### src/rtl/div_operand_queue_if.sv
// Handshake bundle for the divider issue queue: operand pairs in, results out.
// The slave modport is the queue's view; master is the upstream/downstream view.
interface div_operand_queue_if #(
    parameter int WIDTH = 8
);
    logic             in_valid;
    logic             in_ready;
    logic [WIDTH-1:0] in_lop;
    logic [WIDTH-1:0] in_rop;
    logic             out_valid;
    logic             out_ready;
    logic [WIDTH-1:0] out_quot;
    logic [WIDTH-1:0] out_mod;
    logic             out_dbz;

    modport master (
        output in_valid, in_lop, in_rop, out_ready,
        input  in_ready, out_valid, out_quot, out_mod, out_dbz
    );

    modport slave (
        input  in_valid, in_lop, in_rop, out_ready,
        output in_ready, out_valid, out_quot, out_mod, out_dbz
    );
endinterface

### src/rtl/div_operand_queue.sv
// Buffered issue stage in front of the 8-bit combinational divider.
// Operand pairs are queued in a small FIFO; the head pair drives the divider
// and its result is registered into a single output slot. A zero divisor is
// resolved here (quot = all ones, mod = dividend) so the divider's undefined
// output never reaches downstream logic. WIDTH must be 8 to match the divider.
module div_operand_queue #(
    parameter int WIDTH = 8,
    parameter int DEPTH = 4
) (
    input  logic                   clk,
    input  logic                   reset,
    div_operand_queue_if.slave     bus,
    output logic [WIDTH-1:0]       div_lop,
    output logic [WIDTH-1:0]       div_rop,
    input  logic [WIDTH-1:0]       div_quot,
    input  logic [WIDTH-1:0]       div_mod,
    output logic [$clog2(DEPTH):0] count
);
    localparam int AW = $clog2(DEPTH);
    localparam int CW = AW + 1;
    localparam logic [CW-1:0] DEPTH_C = CW'(DEPTH);

    logic [WIDTH-1:0] lop_mem [DEPTH];
    logic [WIDTH-1:0] rop_mem [DEPTH];
    logic [AW-1:0]    wr_ptr;
    logic [AW-1:0]    rd_ptr;
    logic             empty;
    logic             push;
    logic             pop;
    logic [WIDTH-1:0] head_lop;
    logic [WIDTH-1:0] head_rop;

    // in_ready ignores a same-cycle pop so it has no combinational path from out_ready.
    assign empty        = (count == '0);
    assign bus.in_ready = (count < DEPTH_C) && !reset;
    assign push         = bus.in_valid && bus.in_ready;
    assign pop          = !empty && (!bus.out_valid || bus.out_ready);

    assign head_lop = lop_mem[rd_ptr];
    assign head_rop = rop_mem[rd_ptr];
    assign div_lop  = empty ? '0 : head_lop;
    assign div_rop  = empty ? '0 : head_rop;

    // Entry storage; contents need no reset since count gates every read.
    always_ff @(posedge clk) begin
        if (push) begin
            lop_mem[wr_ptr] <= bus.in_lop;
            rop_mem[wr_ptr] <= bus.in_rop;
        end
    end

    // Pointer and occupancy bookkeeping; pointers wrap naturally at DEPTH.
    always_ff @(posedge clk) begin
        if (reset) begin
            wr_ptr <= '0;
            rd_ptr <= '0;
            count  <= '0;
        end else begin
            if (push) wr_ptr <= wr_ptr + 1'b1;
            if (pop)  rd_ptr <= rd_ptr + 1'b1;
            case ({push, pop})
                2'b10:   count <= count + 1'b1;
                2'b01:   count <= count - 1'b1;
                default: count <= count;
            endcase
        end
    end

    // Output slot: capture the head result on pop, release on downstream accept.
    always_ff @(posedge clk) begin
        if (reset) begin
            bus.out_valid <= 1'b0;
            bus.out_quot  <= '0;
            bus.out_mod   <= '0;
            bus.out_dbz   <= 1'b0;
        end else if (pop) begin
            bus.out_valid <= 1'b1;
            if (head_rop != '0) begin
                bus.out_quot <= div_quot;
                bus.out_mod  <= div_mod;
                bus.out_dbz  <= 1'b0;
            end else begin
                bus.out_quot <= '1;
                bus.out_mod  <= head_lop;
                bus.out_dbz  <= 1'b1;
            end
        end else if (bus.out_valid && bus.out_ready) begin
            bus.out_valid <= 1'b0;
        end
    end
endmodule

### src/flat_wrapper.sv
// flat-port wrapper written by rule: the top's interface ports become plain ports
module div_operand_queue_flat 
#(
    parameter int WIDTH = 8,
    parameter int DEPTH = 4
)
  (clk, reset, div_lop, div_rop, div_quot, div_mod, count, bus_in_valid, bus_in_lop, bus_in_rop, bus_out_ready, bus_in_ready, bus_out_valid, bus_out_quot, bus_out_mod, bus_out_dbz);
  div_operand_queue_if #(.WIDTH(WIDTH)) bus_i ();
  input  logic clk;
  input  logic reset;
  output logic [WIDTH-1:0] div_lop;
  output logic [WIDTH-1:0] div_rop;
  input  logic [WIDTH-1:0] div_quot;
  input  logic [WIDTH-1:0] div_mod;
  output logic [$clog2(DEPTH):0] count;
  input wire logic [$bits(bus_i.in_valid)-1:0] bus_in_valid;
  input wire logic [$bits(bus_i.in_lop)-1:0] bus_in_lop;
  input wire logic [$bits(bus_i.in_rop)-1:0] bus_in_rop;
  input wire logic [$bits(bus_i.out_ready)-1:0] bus_out_ready;
  output wire logic [$bits(bus_i.in_ready)-1:0] bus_in_ready;
  output wire logic [$bits(bus_i.out_valid)-1:0] bus_out_valid;
  output wire logic [$bits(bus_i.out_quot)-1:0] bus_out_quot;
  output wire logic [$bits(bus_i.out_mod)-1:0] bus_out_mod;
  output wire logic [$bits(bus_i.out_dbz)-1:0] bus_out_dbz;
  assign bus_i.in_valid = bus_in_valid;
  assign bus_i.in_lop = bus_in_lop;
  assign bus_i.in_rop = bus_in_rop;
  assign bus_i.out_ready = bus_out_ready;
  assign bus_in_ready = bus_i.in_ready;
  assign bus_out_valid = bus_i.out_valid;
  assign bus_out_quot = bus_i.out_quot;
  assign bus_out_mod = bus_i.out_mod;
  assign bus_out_dbz = bus_i.out_dbz;
  div_operand_queue #(.WIDTH(WIDTH), .DEPTH(DEPTH)) u_core (.clk(clk), .reset(reset), .bus(bus_i), .div_lop(div_lop), .div_rop(div_rop), .div_quot(div_quot), .div_mod(div_mod), .count(count));
endmodule
### config.mk
export PLATFORM = sky130hd
export DESIGN_NAME = div_operand_queue_flat
export DESIGN_NICKNAME = d
export VERILOG_FILES = /design/src/rtl/div_operand_queue_if.sv /design/src/rtl/div_operand_queue.sv /design/src/flat_wrapper.sv
export SDC_FILE = /design/constraint.sdc
export NUM_CORES = 1
export LEC_CHECK = 0
export CORE_MARGIN = 2
export CORE_UTILIZATION = 50
export DETAILED_ROUTE_END_ITERATION = 8
export PLACE_DENSITY = 0.78
export REMOVE_ABC_BUFFERS = 1
export SETUP_SLACK_MARGIN = 0.3
export SYNTH_ARGS = -nofsm -noshare
export SYNTH_HDL_FRONTEND = slang
export SYNTH_SLANG_ARGS = --single-unit
### constraint.sdc
create_clock -name clk -period 5.83 [get_ports clk]
set_clock_uncertainty 0.1 [all_clocks]
set_input_delay 1.166 -clock clk [delete_from_list [all_inputs] [get_ports clk]]
set_output_delay 1.166 -clock clk [all_outputs]
set_load 0.01 [all_outputs]
Word level (Yosys, flattened, before mapping):

Memory sizes are Yosys's and may differ from the RTL's. A register that Yosys moved wholly into a read port is not among the register bits.
Index checks and enable logic that the tools add are counted.

* input bits: 36
* logic and storage cells: 42
* memories: 2
* bits in writable memories: 64
* output and inout bits: 38
* flip-flop bits (word level): 25

* equal/unequal tests: 2
* reductions and logical operators: 12
* mux-type cells: 14
* $lt $le $gt $ge: 1
* add/sub/neg operators: 4

Memories
* u_core.lop_mem: words 4, width 8, rd ports 1, clocked after Yosys merged registers in 1, wr ports 1, RTL line div_operand_queue.sv:23 `logic [WIDTH-1:0] lop_mem [DEPTH];`
* u_core.rop_mem: words 4, width 8, rd ports 1, clocked after Yosys merged registers in 1, wr ports 1, RTL line div_operand_queue.sv:24 `logic [WIDTH-1:0] rop_mem [DEPTH];`

Operator list (number)
* $mux W8: 4
* $mux W2: 4
* $reduce_bool A8 Y1: 1
* $pmux W3 S2: 1
* $mux W1: 5
* $add A2 B1 Y2 const B: 2
* $logic_and A1 B1 Y1: 4
* $reduce_bool A2 Y1: 2
* $add A3 B1 Y3 const B: 1
* $logic_not A1 Y1: 3
* $logic_not A3 Y1: 1
* $lt A3 B3 Y1 const B: 1
* $sub A3 B1 Y3 const B: 1
* $eq A2 B1 Y1 const B: 1
* $eq A2 B2 Y1 const B: 1
* $logic_or A1 B1 Y1: 1

Logic depth before layout (Yosys ltp):

* depth in word-level cells: 5
* mapped depth: 11
* depth with buffers taken out: 9

Worst setup path before layout:

No wires, ideal clock.

* kind: input-to-reg
* from: in bus_out_ready
* to: reg u_core.count[2]
* path buffers: 2
* path slack: 2.533 ns
* data arrival time: 3.127 ns
* setup time: 0.071 ns
* required time: 5.659 ns
* stages: 11
* cell sequence: nor2b_1 -> or2_2 -> buf_4 -> clkinv_1 -> buf_2 -> ha_1 -> inv_1 -> fa_1 -> xor2_1 -> or3_1 -> a21oi_1

* word-level cells in the longest chain between the ends: 4
* elaborated cells on any way between the ends: 6
* classes of those cells: eq/ne (2); mux (1); reduce/logical (3)

RTL lines
* from (decl): RTL line flat_wrapper.sv:19 `input wire logic [$bits(bus_i.out_ready)-1:0] bus_out_ready;`
* $logic_or A1 B1 Y1 (*): RTL line div_operand_queue.sv:37 `assign pop = !empty && (!bus.out_valid || bus.out_ready);`
* $logic_and A1 B1 Y1 (*): RTL line div_operand_queue.sv:37
* named net u_core.pop: RTL line div_operand_queue.sv:29 `logic pop;`
* $eq A2 B1 Y1 / $eq A2 B2 Y1 (equally long branches): RTL line div_operand_queue.sv:61 `case ({push, pop})`
* $pmux W3 S2 / $reduce_bool A2 Y1 (equally long branches)
* to (signal assigned): RTL line div_operand_queue.sv:62 `2'b10: count <= count + 1'b1;`
* to (signal assigned): RTL line div_operand_queue.sv:63 `2'b01: count <= count - 1'b1;`
* to (signal assigned): RTL line div_operand_queue.sv:64 `default: count <= count;`
* to (decl): RTL line div_operand_queue.sv:17 `output logic [$clog2(DEPTH):0] count`

Mark *: on every way through the listed nets, which the timed path passes. The rest lies on a longest branch.
A chain may end at the register's enable or synchronous reset.

==> metrics <==
crit-path max FO 16; DRC violations left 0; GRT Total Usage 19.08%; post-synthesis mux area share 9.863%; CTS root buffer clkbuf_8; Avg WL per Cell 16.91 µm; maximum buffer depth of the clock tree 2; most frequent cells after synthesis edfxtp_1, nor2_1, dfxtp_1, nor2b_1, mux4_2; RSZ-0062 raised after global routing false; syn avg cell area 15.03 µm²; postcts setup bufs 0; Port-buffer cells 73; drt first pass iters 4; Fin. Hold Viols 0; Starting DRT DRC Count 204; Reg2Reg Setup Slack 2.66 ns; reg2reg end u_core.count[2]; cell count along the critical path 3; Synth Flop Type edfxtp_1; Finish-stage setup viols 0; setup TNS 0 ns; Tmin final 4.054 ns; Startpoint Class flip-flop; share of layout cells above drive strength 1 11.84%; share of the synthesized area in the top cell type 52.60%; status finished clean; WL final 7103 µm; Worst-Margin Slew 1.125 ns; total gr overflow 0; CTS Sinks 91; Post-CTS Hold Fix Bufs 0; first-pass GRT wire length 11120 µm; Slew Viols, Final 0; Die Ht 89.48 µm; Power Density 475.3 nW/µm²; Post-Synth Simple-Gate Area 11.20%; Worst EP required 4.56 ns; cts repair resizes 0; Max-cap violations 0; Reg-to-Reg Start u_core.count[2]; Synth cell types 32; antenna violations before repair 0; Post-synth EDFFs 64; Rel. slew slack 24.92%; TritonCTS Buffers 9; asr flop ratio synth 0%; area added between synthesis and finish 26.81%; routability cong. 0.7580; Die ar. 8007 µm²; Post-Syn Area 3654 µm²; Worst Path Buf+Inv 1; post-synth top area cell edfxtp_1; final worst path period share 69.54%; Final nets 358; combinational family with the most area after synthesis simple AND/OR/NAND/NOR gates; Critical Path AT 2.79 ns; Skew-Pair Late Insertion Delay 0.35 ns; XOR/XNOR Fraction of Synth Area 1.199%; vias in the first global route 2219; CP delay by family, top flip-flops; die width 89.48 µm; Core Footprint 7176 µm²; count leader, synth edfxtp_1; Row Count 31; detailed-placement wirelength estimate 4736 µm; adder-cell share of the synthesized area 2.260%; Seq cells post-synth 91; post-synthesis compound-gate area fraction 5.411%; largest net degree at the start of global routing 28; worst path cell trace mux4_2, nor2b_1, clkdlybuf4s50_1; Clock transition at path regs 0.09 ns; synth top area cells edfxtp_1, dfxtp_1, mux4_2; fmax 0.2467 GHz; cells on worst reg2reg path 10; DR vias/cell 5.376; ant diodes 0; fin util 64.57%; slowest cell on the critical path dfxtp_1; Detail Route Antenna Nets 0; Crit path largest cell delay 1.07 ns; htree depth 3; Mapped Cells 243; post-synthesis sequential area ratio 67.40%; Leakage Power 1.494 nW; critical path endpoint div_rop[2]; worst vdd ir 0.0002859 V; CTS tree built; Yosys warning total 0; Initial Util 50.92%; DR vias 2258; # IOs 74; hold crit path type flip-flop to flip-flop; Worst setup EP type output port; critical path class flip-flop to output port
flip-flops by register name (all words and copies together) (netlist names), named ones only:
| name | flops |
|---|---|
| u_core.bus.out_valid | 1 |
| u_core.wr_ptr | 2 |
| u_core.rd_ptr | 2 |
| u_core.bus.out_dbz | 1 |
| u_core.lop_mem | 32 |
| u_core.bus.out_mod | 8 |
| u_core.bus.out_quot | 8 |
| u_core.count | 3 |
| u_core.rop_mem | 32 |
through the flow:
step	cells	worst slack, ns	hold WS, ns	power [mW]	instance area (µm²)
final	420	1.776	0.3798	2.202	4633
after global placement	404	1.843	0.3608	1.817	4457
after CTS	420	1.677	0.3809	2.228	4633
after floorplan	230	2.388	0.3745	1.393	3582
after global routing	420	1.541	0.4244	2.358	4633
after detailed placement	404	1.650	0.3671	1.845	4457
layer usage:
metal / vias up / track usage, % / part of all wire, %
met1: 1123 / 25.49 / 45
li1: 1062 / - / -
met4: 0 / 5.970 / 0.83
met5: - / 0 / 0
met2: 66 / 31.18 / 49
met3: 7 / 4.709 / 5.5
worst min path at each step:
stage               cells after the start                  to               start
floorplan                               2  u_core.bus.out_dbz  u_core.bus.out_dbz
global placement                        2  u_core.bus.out_dbz  u_core.bus.out_dbz
detailed placement                      2  u_core.bus.out_dbz  u_core.bus.out_dbz
CTS                                     2  u_core.bus.out_dbz  u_core.bus.out_dbz
global route                            2  u_core.bus.out_dbz  u_core.bus.out_dbz
finish                                  2  u_core.bus.out_dbz  u_core.bus.out_dbz
power by group:
part           leakage [nW]  internal [mW]  switching (mW)
clock                0.0795          0.159           0.223
combinational         0.611          0.481           0.453
sequential            0.804          0.801          0.0857
placed cells by master (no fill, tap or decap), types with 2 or more instances in the layout:
| cell type | count |
|---|---|
| or4_1 | 2 |
| mux4_2 | 16 |
| nand2_1 | 2 |
| inv_1 | 6 |
| clkbuf_8 | 9 |
| a21oi_1 | 3 |
| buf_4 | 2 |
| dfxtp_1 | 27 |
| xor2_1 | 2 |
| xnor2_1 | 3 |
| nor2_1 | 33 |
| a311oi_1 | 8 |
| edfxtp_1 | 64 |
| and3_1 | 4 |
| o21ai_0 | 8 |
| clkdlybuf4s50_1 | 73 |
| nor4_4 | 2 |
| ha_1 | 5 |
| a211oi_1 | 8 |
| inv_6 | 2 |
| nand3_1 | 9 |
| nor2b_1 | 18 |
| clkinvlp_4 | 3 |
final cells by class:
cell class / count / area (µm²)
multi-input cells: 132 / 1099
well taps: 99 / 123.9
inverters: 7 / 26.28
repair buffers: 75 / 745.7
clock buffers: 10 / 127.6
flip-flops and latches: 91 / 2462
fillers: 530 / 2542
clock inverters: 6 / 48.80
logic make-up after synthesis:
family / count (synthesis)
compound gates: 29
fa+ha+maj: 6
buf+inv: 20
mux: 16
simple gates: 76
flops: 91
xor+xnor: 5
worst min-delay path: cells and delay by family (launching register included):
kind / cells / cell delay (ns)
simple gates: 1 / 0.06
compound gates: 1 / 0.06
flops: 1 / 0.33
No activity file was read; power rests on OpenSTA's default activity.
==> edit 1, RTL diff (same flow settings) <==
`DEPTH` is set to 4 in 2 places; all go to 2.
--- a/src/rtl/div_operand_queue.sv
+++ b/src/rtl/div_operand_queue.sv
@@ -7,3 +7,3 @@
     parameter int WIDTH = 8,
-    parameter int DEPTH = 4
+    parameter int DEPTH = 2
 ) (
--- a/src/flat_wrapper.sv
+++ b/src/flat_wrapper.sv
@@ -4,3 +4,3 @@
     parameter int WIDTH = 8,
-    parameter int DEPTH = 4
+    parameter int DEPTH = 2
 )
Ports: changed (resized count); port bits go from 74 to 73. The function was not compared with the original's and may differ.
==> edit 1 against the original RTL <==
Design area is 30% lower. Sequential share of layout area is 9.4 points lower. Area after synthesis is 35% lower. Fmax is 6.3% higher. Setup slack better by 0.24 ns. Sequential cell count is 36 lower. Power is 31% lower. Via count is 22% lower. Wire length is 29% lower. Cell count is 23% lower. Critical path type is now input pin to primary output. Largest cell class unchanged.
==> edit 1: results (changes against the original RTL) <==
STA:
- The worst slack on hold paths came to 0.412 ns (+0.0319 ns).
- The transition time of the tightest slew-check pin is 0.782 ns (-0.343 ns).

Critical path:
- The data arrival time of the critical path was 2.55 ns (-0.24 ns).
- The worst reg2reg path endpoint is u_core.count[1].
- The largest fanout on the critical path was 24 (+8).
- The category of cells accounting for the largest share of critical-path delay is buffers and inverters.

Layout:
- The non-clock buffer total of the final layout is 76 (+1.3%).
- The buffer share of cell area is 23.1% (+7.0 points).
- The count of fill cells added during filler insertion was 362 (-32%).
- The clock tree buffer count of the final layout is 7 (-3).
- The largest registers in the layout are u_core.lop_mem: 16 flops, u_core.rop_mem: 16 flops.
- The number of multi-input combinational cells in the layout is 127 (-3.8%).

Run status:
- The flow ran to the end, and the final reports show no timing, DRC or antenna violations.

Synthesis:
- The count of cell types in the netlist is 29 (-9.4%).
- The post-synthesis instance total is 197 (-19%).

Min path:
- The start point of the worst hold path is u_core.bus.out_mod[2].

Placed design:
- The final weighted congestion of routability-driven global placement came to 0.738 (-2.6%).
- The count of buffers from port buffering is 72 (-1.4%).
- The count of placed standard cells including taps is 314 (-22%).

Route:
- The average wire per cell in the routed design is 15.7 um (-7.0%).
- The sum of routed wire segments on met1 is 2.11 mm (-34%).
- The routed length on met3 was 406 um (+3.8%).
- The detailed-routed wire length on met2 came to 2.49 mm (-28%).

Power and ir drop:
- The leakage power of the design is 1.10 nW (-26%).
- The combinational gate power was 0.696 mW (-25%).
-- edit 1: per-layer routing --
metal | GRT usage, % | vias up
met4 | 7.61 | 0
li1 | - | 860
met5 | 0 | -
met2 | 33.6 | 76
met3 | 6.22 | 4
met1 | 23.9 | 811
-- edit 1: worst max-delay path by stage --
stage,start,endpoint,slack [ns],depth (start not counted)
CTS,reset,bus_in_ready,2.02,4
floorplan,bus_out_ready,u_core.count[1],2.91,6
global route,reset,bus_in_ready,1.96,4
detailed placement,reset,bus_in_ready,2.03,4
finish,reset,bus_in_ready,2.02,4
global placement,reset,bus_in_ready,2.02,4
-- edit 1: cells by family after synthesis --
logic type               synth area share, %
flip-flops                              59.5
AO/OA/AOI/OAI                           10.7
adder cells (fa/ha/maj)                0.523
XOR/XNOR                                1.47
multiplexers                            6.70
buffers and inverters                   3.35
AND/OR/NAND/NOR                         17.7
==> edit 2, RTL diff (config.mk and constraints unchanged) <==
Made on the original files. Register the input `div_quot` before use, without a reset. The logic sees it one clock later. The other inputs are not delayed to match.
--- a/src/rtl/div_operand_queue.sv
+++ b/src/rtl/div_operand_queue.sv
@@ -21,2 +21,8 @@
     localparam logic [CW-1:0] DEPTH_C = CW'(DEPTH);
+
+    logic [WIDTH-1:0] div_quot_q;
+
+    always_ff @(posedge clk) begin
+        div_quot_q <= div_quot;
+    end
 
@@ -78,3 +84,3 @@
             if (head_rop != '0) begin
-                bus.out_quot <= div_quot;
+                bus.out_quot <= div_quot_q;
                 bus.out_mod  <= div_mod;
Behaviour: not the same (Yosys sat finds a counterexample within 4 cycles, from zero or initial values and one cycle with reset high).
==> edit 2 against the original RTL <==
Global-route usage increased by 0.11 points. Synthesized cell count increased by 3.3%. Power rose by 7.5%. Sequential power grew 6.7%. Setup slack got worse by 0.071 ns. Sequential cell count up 8. Area after synthesis is 4.5% higher. Wire length increased by 8.0%. Design area grew 4.8%. Cell count grew 2.1%. Critical path depth rose by 1. Fmax shrank 1.7%. Highest routed layer unchanged.
==> edit 2: results (changes against the original RTL) <==
Synthesis:
- The share of async-settable or async-resettable flops after synthesis is 0% (unchanged).
- Ranked by total cell area, the synthesized netlist is headed by edfxtp_1, dfxtp_1, mux4_2.
- The number of enable flip-flop cells after synthesis is 64 (unchanged).
- The count of yosys warnings during synthesis is 0 (unchanged).
- The count of cell types in the netlist came to 32 (unchanged).
- The post-synthesis instance total was 251 (+3.3%).
- By count the netlist is led by edfxtp_1, dfxtp_1, nor2_1.
- The share of the yosys chip area belonging to registers is 68.7% (+1.3 points).

Floorplanning:
- The area of the die is 8350 um2 (+4.3%).

Run status:
- The run finished with clean final reports.

Critical path:
- The data arrival time of the critical path came to 2.86 ns (+0.07 ns).
- The library cell contributing the largest single delay on the critical path is dfxtp_1.
- The biggest cell delay along the critical path is 1.01 ns (-0.06 ns).
- The largest fanout on the critical path came to 15 (-1).

Layout:
- The total number of nets in the final design came to 367 (+2.5%).
- In the final layout, the registers with the most flip-flops are u_core.lop_mem: 32 flops, u_core.rop_mem: 32 flops.
- The fraction of layout cells with a size suffix above 1 is 11.8% (-0.020 points).
- The number of antenna repair diodes is 0 (unchanged).
- The total area of sequential cells was 2620 um2 (+6.5%).
- The count of fill cells added during filler insertion is 502 (-5.3%).

GRT:
- The overall global routing resource usage is 19.2% (+0.11 points).
- The number of antenna violations at the first check in global routing is 0 (unchanged).
- The maximum number of pins on one net before global-route repair was 28 (unchanged).
- The wire length of the first global-routing pass is 12.0 mm (+8.1%).

Placed design:
- The final weighted congestion of routability-driven global placement is 0.735 (-3.1%).
- The half-perimeter wire length after placement is 5.06 mm (+7.0%).
- The count of buffers from port buffering was 73 (unchanged).
- The count of placed standard cells including taps is 413 (+2.2%).

Power and ir drop:
- The leakage power of the design was 1.61 nW (+7.7%).
- The largest voltage drop on the vdd net is 0.000227 V (-20%).

Route:
- The via count was 2321 (+2.8%).
- The wire length reported by the detailed router is 7.67 mm (+8.0%).
- The number of detailed-routing iterations run before antenna repair is 4 (unchanged).
- The number of DRC markers after the initial detailed-route iteration is 96 (-53%).
- The average wire per cell in the routed design is 17.9 um (+5.7%).
- The remaining antenna violation count after routing is 0 (unchanged).

Clocking:
- The maximum count of clock buffers along a single path is 2 (unchanged).
- The number of buffers inserted to repair setup after CTS is 0 (unchanged).
- At the later pin of the worst-skew pair, clock insertion delay measures 0.36 ns.
- The number of resized instances in the post-cts repair step was 0 (unchanged).
- The number of H-tree levels is 3 (unchanged).
- The clock-pin slew on the worst setup and hold paths came to 0.09 ns (about the same).
- The cell at the root of the clock tree is clkbuf_8.
- The number of buffers created by CTS is 9 (unchanged).

Min path:
- The type of the worst min-delay path is flip-flop to flip-flop.

STA:
- The setup TNS after final layout is 0 ns (unchanged).
- The transition time of the tightest slew-check pin is 1.03 ns (-0.0913 ns).
## edit 2: layout make-up
class	count	area share, %
Clock buffer	12	3.87
Tap cell	99	2.55
Sequential cell	99	54.0
Timing Repair Buffer	76	15.5
Multi-Input combinational cell	132	22.7
Inverter	7	0.541
Clock inverter	4	0.851
## edit 2: critical path, delay by kind of cell, from the launching register on
| kind | cells | cell delay (ns) |
|---|---|---|
| flops | 1 | 1.01 |
| mux | 1 | 0.55 |
| buf+inv | 2 | 0.77 |
| simple gates | 1 | 0.17 |
## edit 2: cells by family after synthesis
kind of cell | share of synthesized area (%)
mux | 9.44
simple gates | 10.6
flops | 68.7
xor+xnor | 1.15
buf+inv | 2.59
compound gates | 5.31
fa+ha+maj | 2.16
## edit 2: worst paths after layout
check	startpoint	to	slack, ns	cells after the start
min	u_core.bus.out_quot[4]	u_core.bus.out_quot[4]	0.40	2
max reg2reg	u_core.count[0]	u_core.count[2]	2.50	10
min reg2reg	u_core.bus.out_quot[4]	u_core.bus.out_quot[4]	0.40	2
max	flip-flop	div_rop[3]	1.71	4
## edit 2: metrics by stage
step                      hold slack [ns]  setup slack (ns)  instance area [um2]
after floorplan                     0.374              2.30                 3740
after global placement              0.367              1.74                 4630
after detailed placement            0.385              1.67                 4630
after CTS                           0.407              1.65                 4850
after global routing                0.417              1.53                 4850
final                               0.402              1.71                 4850
## edit 2: power breakdown
part	total, mW	internal [mW]	switching (mW)	leakage [nW]
clock network	0.476	0.242	0.234	0.122
logic	0.945	0.479	0.465	0.615
registers	0.946	0.859	0.0872	0.871
total	2.37	1.58	0.786	1.61
## edit 2: routing by layer
| layer | routed length, um | global-route usage [%] | vias up |
|---|---|---|---|
| met5 | 0 | 0 | - |
| met4 | 152 | 8.46 | 0 |
| met3 | 475 | 4.73 | 13 |
| met2 | 3870 | 32.4 | 80 |
| met1 | 3170 | 23.4 | 1138 |
| li1 | - | - | 1090 |
